--- src/rtl/time_set_ctrl.sv ---
// time_set_ctrl
//   Front-panel time-setting controller for the 24-hour clock. Debounces the
//   MODE and UP buttons, steps through the set modes and issues one-CLK
//   INC/CLR strobes to the hour, minute and second counters. UP auto-repeats
//   while held in SET_HOUR / SET_MIN.
//
// Ports
//   CLK       in   system clock
//   RST       in   asynchronous reset, active-low
//   EN        in   one-CLK sampling tick (prescaled base tick)
//   BTN_MODE  in   raw MODE button, asynchronous, active-high
//   BTN_UP    in   raw UP button, asynchronous, active-high
//   SET_MODE  out  0=NORMAL, 1=SET_HOUR, 2=SET_MIN, 3=SET_SEC
//   HOLD      out  high whenever SET_MODE != 0
//   HOURINC   out  one-CLK strobe to hour counter INC
//   MININC    out  one-CLK strobe to minute counter INC
//   SECCLR    out  one-CLK strobe to second counter CLR
//
// Optional feature macro: TIME_SET_TIMEOUT_EN
//   When defined, set mode is abandoned after TMO_TICKS idle EN ticks.
//   When undefined, set mode persists until MODE cycles back to NORMAL.
//
// Parameter assumptions: DEB_CYC >= 2, REP_DLY >= 2, 1 <= REP_PER <= REP_DLY.

module time_set_ctrl #(
  parameter int DEB_CYC   = 4,
  parameter int REP_DLY   = 8,
  parameter int REP_PER   = 2,
  parameter int TMO_TICKS = 30
) (
  input  logic       CLK,
  input  logic       RST,
  input  logic       EN,
  input  logic       BTN_MODE,
  input  logic       BTN_UP,
  output logic [1:0] SET_MODE,
  output logic       HOLD,
  output logic       HOURINC,
  output logic       MININC,
  output logic       SECCLR
);

  localparam int DCW = $clog2(DEB_CYC);
  localparam int RCW = $clog2(REP_DLY + 1);

  typedef enum logic [1:0] {
    NORMAL   = 2'd0,
    SET_HOUR = 2'd1,
    SET_MIN  = 2'd2,
    SET_SEC  = 2'd3
  } mode_t;

  // Bit 0 = MODE button, bit 1 = UP button
  logic [1:0]     sync0, sync1;
  logic [1:0]     deb_lvl, deb_prev;
  logic [DCW-1:0] deb_cnt [2];
  logic           en_q;

  logic           mode_press, up_press, up_lvl;

  mode_t          state, state_nxt;
  logic           armed, armed_nxt;
  logic [RCW-1:0] rcnt, rcnt_nxt;
  logic           hour_q, min_q, sec_q;
  logic           hour_nxt, min_nxt, sec_nxt;

`ifdef TIME_SET_TIMEOUT_EN
  localparam int TW = $clog2(TMO_TICKS + 1);
  logic [TW-1:0]  idle, idle_nxt;
`else
  logic           unused_tmo;
  assign unused_tmo = (TMO_TICKS > 0);
`endif

  // Synchronizers run every CLK; the debounce counters only advance on EN.
  // deb_prev lags deb_lvl by one CLK so a press is visible for exactly one
  // cycle, the cycle after the debounced flip.
  always_ff @(posedge CLK or negedge RST) begin
    if (!RST) begin
      sync0      <= '0;
      sync1      <= '0;
      deb_lvl    <= '0;
      deb_prev   <= '0;
      deb_cnt[0] <= '0;
      deb_cnt[1] <= '0;
      en_q       <= 1'b0;
    end else begin
      sync0    <= {BTN_UP, BTN_MODE};
      sync1    <= sync0;
      deb_prev <= deb_lvl;
      en_q     <= EN;
      if (EN) begin
        for (int b = 0; b < 2; b++) begin
          if (sync1[b] == deb_lvl[b]) begin
            deb_cnt[b] <= '0;
          end else if (deb_cnt[b] == DCW'(DEB_CYC - 1)) begin
            deb_lvl[b] <= ~deb_lvl[b];
            deb_cnt[b] <= '0;
          end else begin
            deb_cnt[b] <= deb_cnt[b] + 1'b1;
          end
        end
      end
    end
  end

  assign mode_press = deb_lvl[0] & ~deb_prev[0];
  assign up_press   = deb_lvl[1] & ~deb_prev[1];
  assign up_lvl     = deb_lvl[1];

  always_ff @(posedge CLK or negedge RST) begin
    if (!RST) begin
      state  <= NORMAL;
      armed  <= 1'b0;
      rcnt   <= '0;
      hour_q <= 1'b0;
      min_q  <= 1'b0;
      sec_q  <= 1'b0;
`ifdef TIME_SET_TIMEOUT_EN
      idle   <= '0;
`endif
    end else begin
      state  <= state_nxt;
      armed  <= armed_nxt;
      rcnt   <= rcnt_nxt;
      hour_q <= hour_nxt;
      min_q  <= min_nxt;
      sec_q  <= sec_nxt;
`ifdef TIME_SET_TIMEOUT_EN
      idle   <= idle_nxt;
`endif
    end
  end

  // The repeat counter works on en_q so that each repeat strobe lands one
  // cycle after the EN tick that completes the count, matching the first
  // strobe which lands one cycle after the debounce tick. The first strobe's
  // debounce tick is tick 0. After the first repeat the counter is rewound
  // by REP_PER so subsequent strobes come every REP_PER ticks.
  always_comb begin
    state_nxt = state;
    armed_nxt = armed;
    rcnt_nxt  = rcnt;
    hour_nxt  = 1'b0;
    min_nxt   = 1'b0;
    sec_nxt   = 1'b0;

    if (mode_press) begin
      // MODE wins over a simultaneous UP press and always disarms repeat.
      case (state)
        NORMAL:   state_nxt = SET_HOUR;
        SET_HOUR: state_nxt = SET_MIN;
        SET_MIN:  state_nxt = SET_SEC;
        default:  state_nxt = NORMAL;
      endcase
      armed_nxt = 1'b0;
      rcnt_nxt  = '0;
    end else if (up_press && (state != NORMAL)) begin
      hour_nxt  = (state == SET_HOUR);
      min_nxt   = (state == SET_MIN);
      sec_nxt   = (state == SET_SEC);
      armed_nxt = (state != SET_SEC);
      rcnt_nxt  = '0;
    end else if (!up_lvl) begin
      armed_nxt = 1'b0;
      rcnt_nxt  = '0;
    end else if (armed && en_q) begin
      if (rcnt == RCW'(REP_DLY - 1)) begin
        hour_nxt = (state == SET_HOUR);
        min_nxt  = (state == SET_MIN);
        rcnt_nxt = RCW'(REP_DLY - REP_PER);
      end else begin
        rcnt_nxt = rcnt + 1'b1;
      end
    end

`ifdef TIME_SET_TIMEOUT_EN
    // A press or a held UP keeps the idle count at zero, so a timeout can
    // never coincide with a strobe.
    idle_nxt = idle;
    if ((state == NORMAL) || mode_press || up_press || up_lvl) begin
      idle_nxt = '0;
    end else if (idle == TW'(TMO_TICKS)) begin
      idle_nxt  = '0;
      state_nxt = NORMAL;
      armed_nxt = 1'b0;
      rcnt_nxt  = '0;
    end else if (EN) begin
      idle_nxt = idle + 1'b1;
    end
`endif
  end

  assign SET_MODE = state;
  assign HOLD     = (state != NORMAL);
  assign HOURINC  = hour_q;
  assign MININC   = min_q;
  assign SECCLR   = sec_q;

endmodule

--- config.mk ---
export PLATFORM = sky130hd
export DESIGN_NAME = time_set_ctrl
export DESIGN_NICKNAME = d
export VERILOG_FILES = /design/src/rtl/time_set_ctrl.sv
export SDC_FILE = /design/constraint.sdc
export NUM_CORES = 1
export LEC_CHECK = 0
export CAP_MARGIN = 15
export CORE_MARGIN = 1.5
export CORE_UTILIZATION = 25
export DETAILED_ROUTE_END_ITERATION = 10
export SLEW_MARGIN = 20
export SYNTH_ARGS = -nofsm -noshare
export SYNTH_HDL_FRONTEND = slang
export SYNTH_SLANG_ARGS = --single-unit
--- constraint.sdc ---
create_clock -name CLK -period 2.6 [get_ports CLK]
set_input_delay 0.52 -clock CLK [delete_from_list [all_inputs] [get_ports CLK]]
set_output_delay 0.52 -clock CLK [all_outputs]
set_load 0.03 [all_outputs]
# == Word level (Yosys, flattened, before mapping) ==
# Index checks and enable logic that the tools add are counted.
# op_classes
muxes,25
reduce_logical,6
eq_ne,11
bitwise_logic,8
n_addsub,3
# ops
cell,count
two-way mux 4 bit,5
two-way mux 1 bit,15
"== test 2 bit, second input constant",4
two-way mux 2 bit,4
inverter 1 bit,6
one-hot mux 2 bit (3 select lines),1
AND reduction 3 bit,2
"adder 2 x 1 -> 2 bit, second input constant",2
"adder 4 x 1 -> 4 bit, second input constant",1
"== test 4 x 3 -> 1 bit, second input constant",1
"!= test 4 x 1 -> 1 bit, second input constant",1
"!= test 3 x 1 -> 1 bit, second input constant",1
AND 1 bit,2
== test 1 bit,2
"== test 2 x 1 -> 1 bit, second input constant",1
logical AND 1 bit,2
logical NOT 2 bit,1
"!= test 2 bit, second input constant",1
nonzero test 2 bit,1
# totals
word_cells,67
out_inout_bits,6
reg_bits,23

# == Longest topological paths before layout ==
# depth
depth_word,6
mapped_depth,5
depth_no_buf,5

# == Worst setup path before layout ==
# No wires, ideal clock.
# synth_timing
kind,flip-flop to output port
from,reg state[0] (netlist: SET_MODE[0])
to,out HOLD
setup_slack_ns,0.994
arrival_time_ns,1.086
path_stages_with_launch,4
cell_sequence,dfrtp_1 inv_1 ha_1 inv_1
# synth_via
elab_chain_cells,1
# synth_lines
element,line_no,rtl
start: declaration,61,"mode_t state, state_nxt;"
start signal: assignment,123,state <= state_nxt;
nonzero test 2 bit,195,assign HOLD = (state != NORMAL);
end: declaration,37,"output logic HOLD,"
# No other way between the ends.

# == Worst setup path after layout ==
# layout_timing
from,reg state[1] (netlist: SET_MODE[1])
to,out HOLD
# The elaborated chain is that of the path after synthesis.

==> flow_summary.yaml <==
setup_path:
  endpoint_kind: "primary output"
  cp.arrival_ns: 1.70
  crit_path_start_kind: "flip-flop"
  crit_type: "flip-flop to primary output"
  critPathMaxFanout: 5
  worstPathRequired_ns: 2.08
  r2r_cells: 5
routing:
  remaining_drc_errors: 0
  routed_via_density: 4.42
  wl_per_cell_microns: 11.4
  drtIter0Drc: 12
  wirelength_microns: 1640
  drt-pass1-iter-count: 4
  ant_nets: 0
  route.vias.total: 636
pwr:
  ir_drop_v: 0.000499
  power_leakage_uw: 0.000543
  p_per_area_nw_per_um2: 1010
cts:
  clk_pin_slew_ns: 0.08
  cts_made_buffers: 3
  holdBufCountCts: 0
  htreeDepth: 1
  clock_latency_ns: 0.27
  post-cts-setup-buffers: 0
  cts-root-buf: "clkbuf_8"
  cts_resized: 0
  clock_path_buffers: 2
  cts.sinks: 23
  cts_tree: "done"
final_layout:
  design_area_sq_um: 1180
  post-route-util: 0.321
  syn2layout_area_growth_pct: 21.9
  n_antenna_cell: 0
  drive_above_1_share: 0.125
  final_net_count: 109
floorplanning:
  io_pins: 11
  coreArea_sq_um: 3690
  start_util: 0.263
  dieArea_sq_um: 4270
  die_y_microns: 65.3
  die_width_microns: 65.3
  num_rows: 22
global_routing:
  grt_pass1_vias: 690
  grt_overflow: 0
  antenna_found_initial: 0
  grt_pass1_wl_microns: 2900
  grt_max_degree: 24
  grt_usage: 0.0896
synth:
  synth_top_area_cell: "dfrtp_1"
  synth_area_leaders: "dfrtp_1 59%, ha_1 9.0%, mux2_2 3.5%"
  avgSynthCellArea_sq_um: 11.8
  synth_fp_nets: 94
  synth.distinct_cells: 26
  ys_seq_area_frac: 0.593
  ys_seq_elements: 23
  synth_top_cell_area_share: 0.593
  synth_area_sq_um: 971
  yosys_warnings: 0
  synth_cells: 82
sta:
  finalHoldViolations: 0
  final.setup.tns_ns: 0
  fin_worst_skew_ns: 0.00424
  period_share: 0.853
  relSlewSlack: 0.776
  setup_ws_ns: 0.383
  fin_crit_ns: 2.22
  holdWs_ns: 0.361
  fmax_mhz: 451
  drv_slew: 0
  worst_pin_slew_ns: 0.335
  rsz0062_at_grt: "no"
  setup_viol: 0
worst_hold_path:
  hp-class: "flip-flop to flip-flop"
  hold_depth: 0
place:
  io_buffer_count: 10
  placed_area_sq_um: 1130
  dpl.hpwl_microns: 1210
  gp_congestion: 0.697
  dp_slack_ns: 0.667
job:
  cap_violations: 0
outcome:
  outcome: "finished clean"
## routing by layer
layer | part of all wire | vias to the layer above | GRT usage
met3 | 0.051 | 2 | 0.0360
met4 | 0.0061 | 0 | 0.0234
met1 | 0.41 | 313 | 0.0879
met2 | 0.54 | 11 | 0.172
li1 | - | 310 | -
met5 | 0 | - | 0
## layout make-up
class                           instances  area [sq um]
Inverter                                7          26.3
Multi-Input combinational cell         51           365
Clock buffer                            3          41.3
Timing Repair Buffer                   11           108
Tap cell                               48          60.1
Fill cell                             398          2500
Sequential cell                        23           576
Clock inverter                          1          7.51
## kinds of logic after synthesis
group | synth area share
multiplexers | 0.0348
AND/OR/NAND/NOR | 0.153
flip-flops | 0.593
adder cells (fa/ha/maj) | 0.0902
buffers and inverters | 0.0309
XOR/XNOR | 0.0180
AO/OA/AOI/OAI | 0.0799
## cells in the final DEF, fill, tap and decap left out, drive strengths merged, types with 2 or more instances in the layout
cell            n
clkbuf          3
a21oi           4
dfrtp          23
mux2            3
clkdlybuf4s50  10
nand2           8
xnor2           2
o22ai           3
ha              7
nor3            4
and3            3
inv             7
nor2            3
nand3           2
o21ai           2
## worst paths after layout
path / startpoint / slack (ns) / end
max: SET_MODE[1]$_DFFE_PN0P_ / 0.38 / HOLD
min: sync0[1]$_DFF_PN0_ / 0.36 / sync1[1]$_DFF_PN0_
max reg2reg: SET_MODE[1]$_DFFE_PN0P_ / 1.16 / rcnt[2]$_DFFE_PN0P_
min reg2reg: sync0[1]$_DFF_PN0_ / 0.36 / sync1[1]$_DFF_PN0_
max in group asynchronous: RST / 1.78 / SECCLR$_DFF_PN0_
min in group asynchronous: RST / 0.59 / sync0[1]$_DFF_PN0_
## report_power, final
group	internal [uW]	switching, uW	leakage, uW
Combinational	200	242	0.000227
Clock	108	115	0.0000217
Sequential	456	80.0	0.000294
## cell usage after synthesis (all sizes together)
library cell	n
or4	1
nor2	3
mux2	3
a31oi	1
o211a	1
inv	7
nor3	4
nand2	8
and3b	1
nand3	2
and2	1
dfrtp	23
a21oi	4
nand2b	1
o21ai	2
o22ai	3
ha	7
xnor2	2
and3	3
clkbuf	1
a31o	1
or3	1
or4b	1
nand3b	1
## sequential cells by signal, indices dropped and copies added (netlist names), 2 cells and up
| name | flops |
|---|---|
| sync1 | 2 |
| SET_MODE | 2 |
| deb_prev | 2 |
| rcnt | 4 |
| deb_cnt | 4 |
| deb_lvl | 2 |
| sync0 | 2 |
## worst max-delay path, cell delays in order (launching register included)
cell	delay [ns]
dfrtp_1	0.42
inv_1	0.09
ha_1	0.21
inv_1	0.06
clkdlybuf4s50_1	0.65
## through the flow
stage	total power [uW]	instances
2_1_floorplan	828	82
3_3_place_gp	952	140
3_5_place_dp	995	140
4_1_cts	1220	144
5_1_grt	1300	144
6_report	1200	144
Note: power is estimated with default switching activity, not from simulation.
